[src/rtl/lcd_bus_driver.sv]
// rtl/lcd_bus_driver.sv - 8080-style parallel LCD bus engine: write/read strobe sequencing with dummy-read discard
module lcd_bus_driver #(
    parameter int WR_LOW    = 2,
    parameter int WR_HIGH   = 2,
    parameter int RD_ID_LOW = 4,
    parameter int RD_FM_LOW = 10,
    parameter int RD_HIGH   = 4
) (
    input  logic        clk,
    input  logic        rst_n,
    input  logic        we,
    input  logic        wr,
    input  logic        lcd_rs_i,
    input  logic [15:0] data,
    input  logic        id_fm,
    input  logic        read_color,
    output logic        busy,
    output logic        write_ok,
    output logic        write_color_ok,
    output logic        rd_valid,
    output logic [15:0] rd_data,
    output logic        rd_done,
    output logic        lcd_cs_n,
    output logic        lcd_wr_n,
    output logic        lcd_rd_n,
    output logic        lcd_rs,
    output logic [15:0] lcd_data_o,
    output logic        lcd_data_oe,
    input  logic [15:0] lcd_data_i
);

    localparam int MAX_W = (WR_LOW > WR_HIGH) ? WR_LOW : WR_HIGH;
    localparam int MAX_R = (RD_ID_LOW > RD_FM_LOW) ? RD_ID_LOW : RD_FM_LOW;
    localparam int MAX_WR = (MAX_W > MAX_R) ? MAX_W : MAX_R;
    localparam int MAX_P = (MAX_WR > RD_HIGH) ? MAX_WR : RD_HIGH;
    localparam int CW = $clog2(MAX_P + 1);

    localparam logic [CW-1:0] WR_LO_END = CW'(WR_LOW - 1);
    localparam logic [CW-1:0] WR_HI_END = CW'(WR_HIGH - 1);
    localparam logic [CW-1:0] RD_ID_END = CW'(RD_ID_LOW - 1);
    localparam logic [CW-1:0] RD_FM_END = CW'(RD_FM_LOW - 1);
    localparam logic [CW-1:0] RD_HI_END = CW'(RD_HIGH - 1);

    typedef enum logic [2:0] {IDLE, WR_LO, WR_HI, RD_LO, RD_HI} state_t;

    state_t        state, state_n;
    logic [CW-1:0] cnt, cnt_n;
    logic [1:0]    strobe, strobe_n;
    logic          rs_q, rs_n, id_fm_q, id_fm_n, color_q, color_n;
    logic [15:0]   data_q, data_n;
    logic [CW-1:0] rd_lo_end;
    logic [1:0]    last_strobe;
    logic          write_ok_n, write_color_ok_n, rd_valid_n, rd_done_n;
    logic [15:0]   rd_data_n;
    logic          oe_n;

    always_comb begin
        state_n          = state;
        cnt_n            = cnt + 1'b1;
        strobe_n         = strobe;
        rs_n             = rs_q;
        data_n           = data_q;
        id_fm_n          = id_fm_q;
        color_n          = color_q;
        write_ok_n       = 1'b0;
        write_color_ok_n = 1'b0;
        rd_valid_n       = 1'b0;
        rd_done_n        = 1'b0;
        rd_data_n        = rd_data;
        rd_lo_end        = id_fm_q ? RD_FM_END : RD_ID_END;
        last_strobe      = color_q ? 2'd2 : 2'd1;
        case (state)
            IDLE: begin
                cnt_n = '0;
                if (we) begin
                    state_n  = wr ? WR_LO : RD_LO;
                    rs_n     = lcd_rs_i;
                    data_n   = data;
                    id_fm_n  = id_fm;
                    color_n  = read_color;
                    strobe_n = 2'd0;
                end
            end
            WR_LO: begin
                if (cnt == WR_LO_END) begin
                    state_n = WR_HI;
                    cnt_n   = '0;
                end
            end
            WR_HI: begin
                if (cnt == WR_HI_END) begin
                    state_n          = IDLE;
                    cnt_n            = '0;
                    write_ok_n       = 1'b1;
                    write_color_ok_n = rs_q;
                end
            end
            RD_LO: begin
                if (cnt == rd_lo_end) begin
                    state_n = RD_HI;
                    cnt_n   = '0;
                    // strobe 0 is the controller's dummy read and is dropped
                    if (strobe != 2'd0) begin
                        rd_data_n  = lcd_data_i;
                        rd_valid_n = 1'b1;
                    end
                end
            end
            RD_HI: begin
                if (cnt == RD_HI_END) begin
                    cnt_n = '0;
                    if (strobe == last_strobe) begin
                        state_n   = IDLE;
                        rd_done_n = 1'b1;
                    end else begin
                        state_n  = RD_LO;
                        strobe_n = strobe + 2'd1;
                    end
                end
            end
            default: state_n = IDLE;
        endcase
        oe_n = (state_n == WR_LO) || (state_n == WR_HI);
    end

    always_ff @(posedge clk or negedge rst_n) begin
        if (!rst_n) begin
            state          <= IDLE;
            cnt            <= '0;
            strobe         <= 2'd0;
            rs_q           <= 1'b1;
            data_q         <= 16'h0;
            id_fm_q        <= 1'b0;
            color_q        <= 1'b0;
            busy           <= 1'b0;
            write_ok       <= 1'b0;
            write_color_ok <= 1'b0;
            rd_valid       <= 1'b0;
            rd_data        <= 16'h0;
            rd_done        <= 1'b0;
            lcd_cs_n       <= 1'b1;
            lcd_wr_n       <= 1'b1;
            lcd_rd_n       <= 1'b1;
            lcd_rs         <= 1'b1;
            lcd_data_o     <= 16'h0;
            lcd_data_oe    <= 1'b0;
        end else begin
            state          <= state_n;
            cnt            <= cnt_n;
            strobe         <= strobe_n;
            rs_q           <= rs_n;
            data_q         <= data_n;
            id_fm_q        <= id_fm_n;
            color_q        <= color_n;
            busy           <= (state_n != IDLE);
            write_ok       <= write_ok_n;
            write_color_ok <= write_color_ok_n;
            rd_valid       <= rd_valid_n;
            rd_data        <= rd_data_n;
            rd_done        <= rd_done_n;
            lcd_cs_n       <= (state_n == IDLE);
            lcd_wr_n       <= (state_n != WR_LO);
            lcd_rd_n       <= (state_n != RD_LO);
            lcd_rs         <= (state_n == IDLE) ? 1'b1 : rs_n;
            lcd_data_o     <= oe_n ? data_n : 16'h0;
            lcd_data_oe    <= oe_n;
        end
    end

endmodule

[config.mk]
export PLATFORM = sky130hd
export DESIGN_NAME = lcd_bus_driver
export DESIGN_NICKNAME = d
export VERILOG_FILES = /design/src/rtl/lcd_bus_driver.sv
export SDC_FILE = /design/constraint.sdc
export NUM_CORES = 1
export LEC_CHECK = 0
export ABC_AREA = 1
export ABC_CLOCK_PERIOD_IN_PS = 2020
export CORE_AREA = 2 2 81 83
export CTS_CLUSTER_SIZE = 20
export DETAILED_ROUTE_END_ITERATION = 8
export DIE_AREA = 0 0 83 85
export PLACE_DENSITY = 0.77
export SLEW_MARGIN = 20
export SYNTH_ARGS = -nofsm -noshare
export SYNTH_HDL_FRONTEND = slang
export SYNTH_SLANG_ARGS = --single-unit
[constraint.sdc]
create_clock -name clk -period 2.02 [get_ports clk]
set_input_delay 0.404 -clock clk [delete_from_list [all_inputs] [get_ports clk]]
set_output_delay 0.404 -clock clk [all_outputs]
set_load 0.05 [all_outputs]
==> summary.txt <==
Yosys
  • Synth unique cells: 29
  • Mapped Cells: 283
  • Number of synthesized register bits: 70
  • Top cells by area, synth: dfrtp_1 (58%), nand2_1 (9.4%), dfstp_2 (4.7%)
  • Syn. warnings: 0
  • Share of Yosys cell area claimed by the top area cell type: 58.1%
  • Mapped Area: 2800 um2
  • Syn_area_per_cell: 9.90 um2
  • Synthesized Nets: 325
  • Seq/Total Area, Yosys: 62.8%
  • Area leader, netlist: dfrtp_1

Pwr
  • Int Pwr: 3400 uW
  • Pwr per Cell Area: 1510 nW/um2
  • Reg power frac: 35.5%
  • P_leak: 0.00182 uW
  • Sw frac: 41.9%
  • VDD IR max: 785 uV
  • NetSw: 2460 uW
  • Clock network power share: 17.8%
  • Comb power frac: 46.8%

Global route
  • First-pass GRT wire length: 9890 um
  • Vias in the first global route: 2146
  • Initial antenna violation count: 0
  • Largest net degree at the start of global routing: 71
  • GRT Total Usage: 17.8%
  • Total grt overflow: 0

Cells and area
  • Ant diodes: 0
  • Layout cells sized above 1: 15.4%
  • Post-layout net count: 414
  • Area growth, synth to finish: 38.3%
  • Final Cell Area: 3870 um2

Die
  • Initial core utilization: 45.2%
  • DIE AREA: 7060 um2
  • Site Rows: 29
  • I/O Pins: 81
  • Die width: 83 um
  • Die H: 85 um
  • CORE AREA: 6200 um2

Setup path
  • Critical Path RT: 1620 ps
  • Kind of critical path: flop to output port
  • WP buf/inv: 1
  • Worst-path cell chain: clkdlybuf4s50_1
  • CP startpoint: rd_data[13]$_DFFE_PN0P_
  • Critical Path Stages: 1
  • Crit path to: rd_data[13]
  • Worst setup SP type: flop
  • Worst r2r src: state[0]$_DFF_PN0_
  • CP endpoint kind: output port
  • WP data arrival: 1510 ps
  • Largest stage delay, worst path: 810 ps
  • CP top delay family: buffers and inverters
  • Slowest cell on the critical path: clkdlybuf4s50_1
  • Internal reg-to-reg setup slack: 180 ps
  • Crit-path max FO: 2
  • Reg2reg path depth: 7
  • FF-to-FF End: rd_data[10]$_DFFE_PN0P_

Timing
  • Relative slew slack: 58.1%
  • Slew @ Worst Pin: 629 ps
  • Slew Viols, Final: 0
  • Fin crit period: 1920 ps
  • Hold Fails Final Rpt: 0
  • Fmax: 521 MHz
  • Final setup margin: 101 ps
  • Part of the cycle the worst path needs: 95.0%
  • Final setup fails: 0
  • Clk_skew: 6.52 ps
  • RSZ-0062 raised after global routing: false

Place
  • Hpwl dp: 4100 um
  • GP Congestion: 0.801
  • Port bufs: 80
  • DP Worst Slack: -47.6 ps
  • Cell area after placement: 3690 um2

Route
  • Overall routed net length: 5820 um
  • Post-route DRC: 0
  • Vias per cell: 4.64
  • Routed Antenna Nets: 0
  • Via count: 2108
  • Avg WL per Cell: 12.8 um
  • Drt pass-1 iters: 4
  • Drt initial violations: 130

Clocking
  • Depth of the CTS H-tree: 3
  • CTS tree: yes
  • CTS Buf Count: 9
  • Max clock buf depth: 2
  • Worst-skew pair later-pin latency: 330 ps
  • Clock sink count: 70
  • Setup Fix Bufs, Post-CTS: 0
  • Root Buffer: clkbuf_8
  • Clock transition at path regs: 70 ps
  • CTS resizes: 0
  • # hold bufs at CTS: 0

Flow run
  • MaxCap Viol Count: 0

Outcome
  • Status: finished clean

Worst hold path
  • Min-delay worst type: input port to async pin
final cells by class:
| cell class | count | area [um2] |
|---|---|---|
| Clock inverter | 3 | 17.5 |
| Tap cell | 77 | 96.3 |
| Inverter | 32 | 125 |
| Sequential cell | 70 | 1760 |
| Timing Repair Buffer | 86 | 856 |
| Clock buffer | 13 | 169 |
| Multi-Input combinational cell | 173 | 852 |
| Fill cell | 496 | 2330 |
through the flow:
stage | hold WS, ps | cells | setup TNS, ps | power [uW] | util [%]
3_5_place_dp | 453 | 438 | -183 | 4860 | 59.4
6_report | 85.4 | 454 | 0 | 5860 | 62.4
2_1_floorplan | 108 | 283 | 0 | 3980 | -
3_3_place_gp | 454 | 438 | 0 | 4770 | 59.4
5_1_grt | 110 | 454 | 0 | 6260 | 62.4
4_1_cts | 93.6 | 454 | 0 | 5910 | 62.4
sequential cells by signal, indices dropped and copies added, names as in the netlist, 2 cells and up:
register / cells
rd_data: 16
data_q: 16
state: 3
cnt: 4
strobe: 2
lcd_data_o: 16
worst min path at each step:
stage | from | endpoint | slack (ps) | depth (start not counted)
finish | rst_n | rd_data[3]$_DFFE_PN0P_ | 90 | 2
global route | rst_n | strobe[1]$_DFFE_PN0P_ | 110 | 2
CTS | rst_n | write_ok$_DFF_PN0_ | 90 | 2
detailed placement | rst_n | rd_data[3]$_DFFE_PN0P_ | 450 | 2
global placement | rst_n | rd_data[5]$_DFFE_PN0P_ | 450 | 2
floorplan | rst_n | busy$_DFF_PN0_ | 110 | 0
synth_stat cells (all sizes together):
library cell	instances
nand4	3
nor3	2
a21oi	18
o22ai	1
inv	31
ha	3
nand2	74
o21ai	22
xor2	1
clkinv	1
nand3	10
clkbuf	3
or2	17
buf	5
nor2	20
xnor2	1
dfstp	5
nand3b	1
dfrtp	65
placed cells by master, fill, tap and decap left out:
| cell | count |
|---|---|
| inv_1 | 31 |
| clkinv_4 | 1 |
| nand2_1 | 70 |
| o21ai_0 | 21 |
| o21ai_1 | 1 |
| clkbuf_8 | 12 |
| nor2_1 | 17 |
| clkinv_2 | 2 |
| nor2_2 | 2 |
| nand3_1 | 10 |
| nand2_2 | 4 |
| clkinvlp_4 | 1 |
| buf_4 | 8 |
| a21oi_1 | 16 |
| a21oi_2 | 2 |
| clkbuf_1 | 1 |
| nor3_1 | 2 |
| dfrtp_1 | 65 |
| o22ai_1 | 1 |
| nor2_4 | 1 |
| or2_1 | 1 |
| buf_12 | 2 |
| ha_1 | 3 |
| xnor2_1 | 1 |
| dfstp_2 | 5 |
| clkdlybuf4s50_1 | 75 |
| xor2_1 | 1 |
| buf_2 | 1 |
| nand3b_1 | 1 |
| nand4_1 | 2 |
| or2_2 | 16 |
| nand4_4 | 1 |
layer usage:
metal | GRT usage (%) | share of wire [%]
met5 | 0 | 0
met4 | 4.92 | 1.1
met3 | 6.52 | 5.5
met2 | 28.9 | 47
met1 | 22.7 | 46
power by group through the flow:
stage,sequential (uW),combinational (uW),clock [uW]
detailed placement,2110,2750,0
finish,2080,2740,1040
global route,2130,2980,1150
floorplan,2860,1120,0
CTS,2080,2760,1070
global placement,2100,2680,0
cells by family (layout without fill, tap and decap cells):
group | count (synthesis) | after routing | share of synthesized area, %
adders and majority gates | 3 | 3 | 1.34
AOI/OAI and AO/OA | 41 | 41 | 7.64
DFF | 70 | 70 | 62.8
xor gates and xnor gates | 2 | 2 | 0.625
buffers and inverters | 40 | 134 | 6.83
and+or+nand+nor | 127 | 127 | 20.8
(Power assumes the default switching activity.)
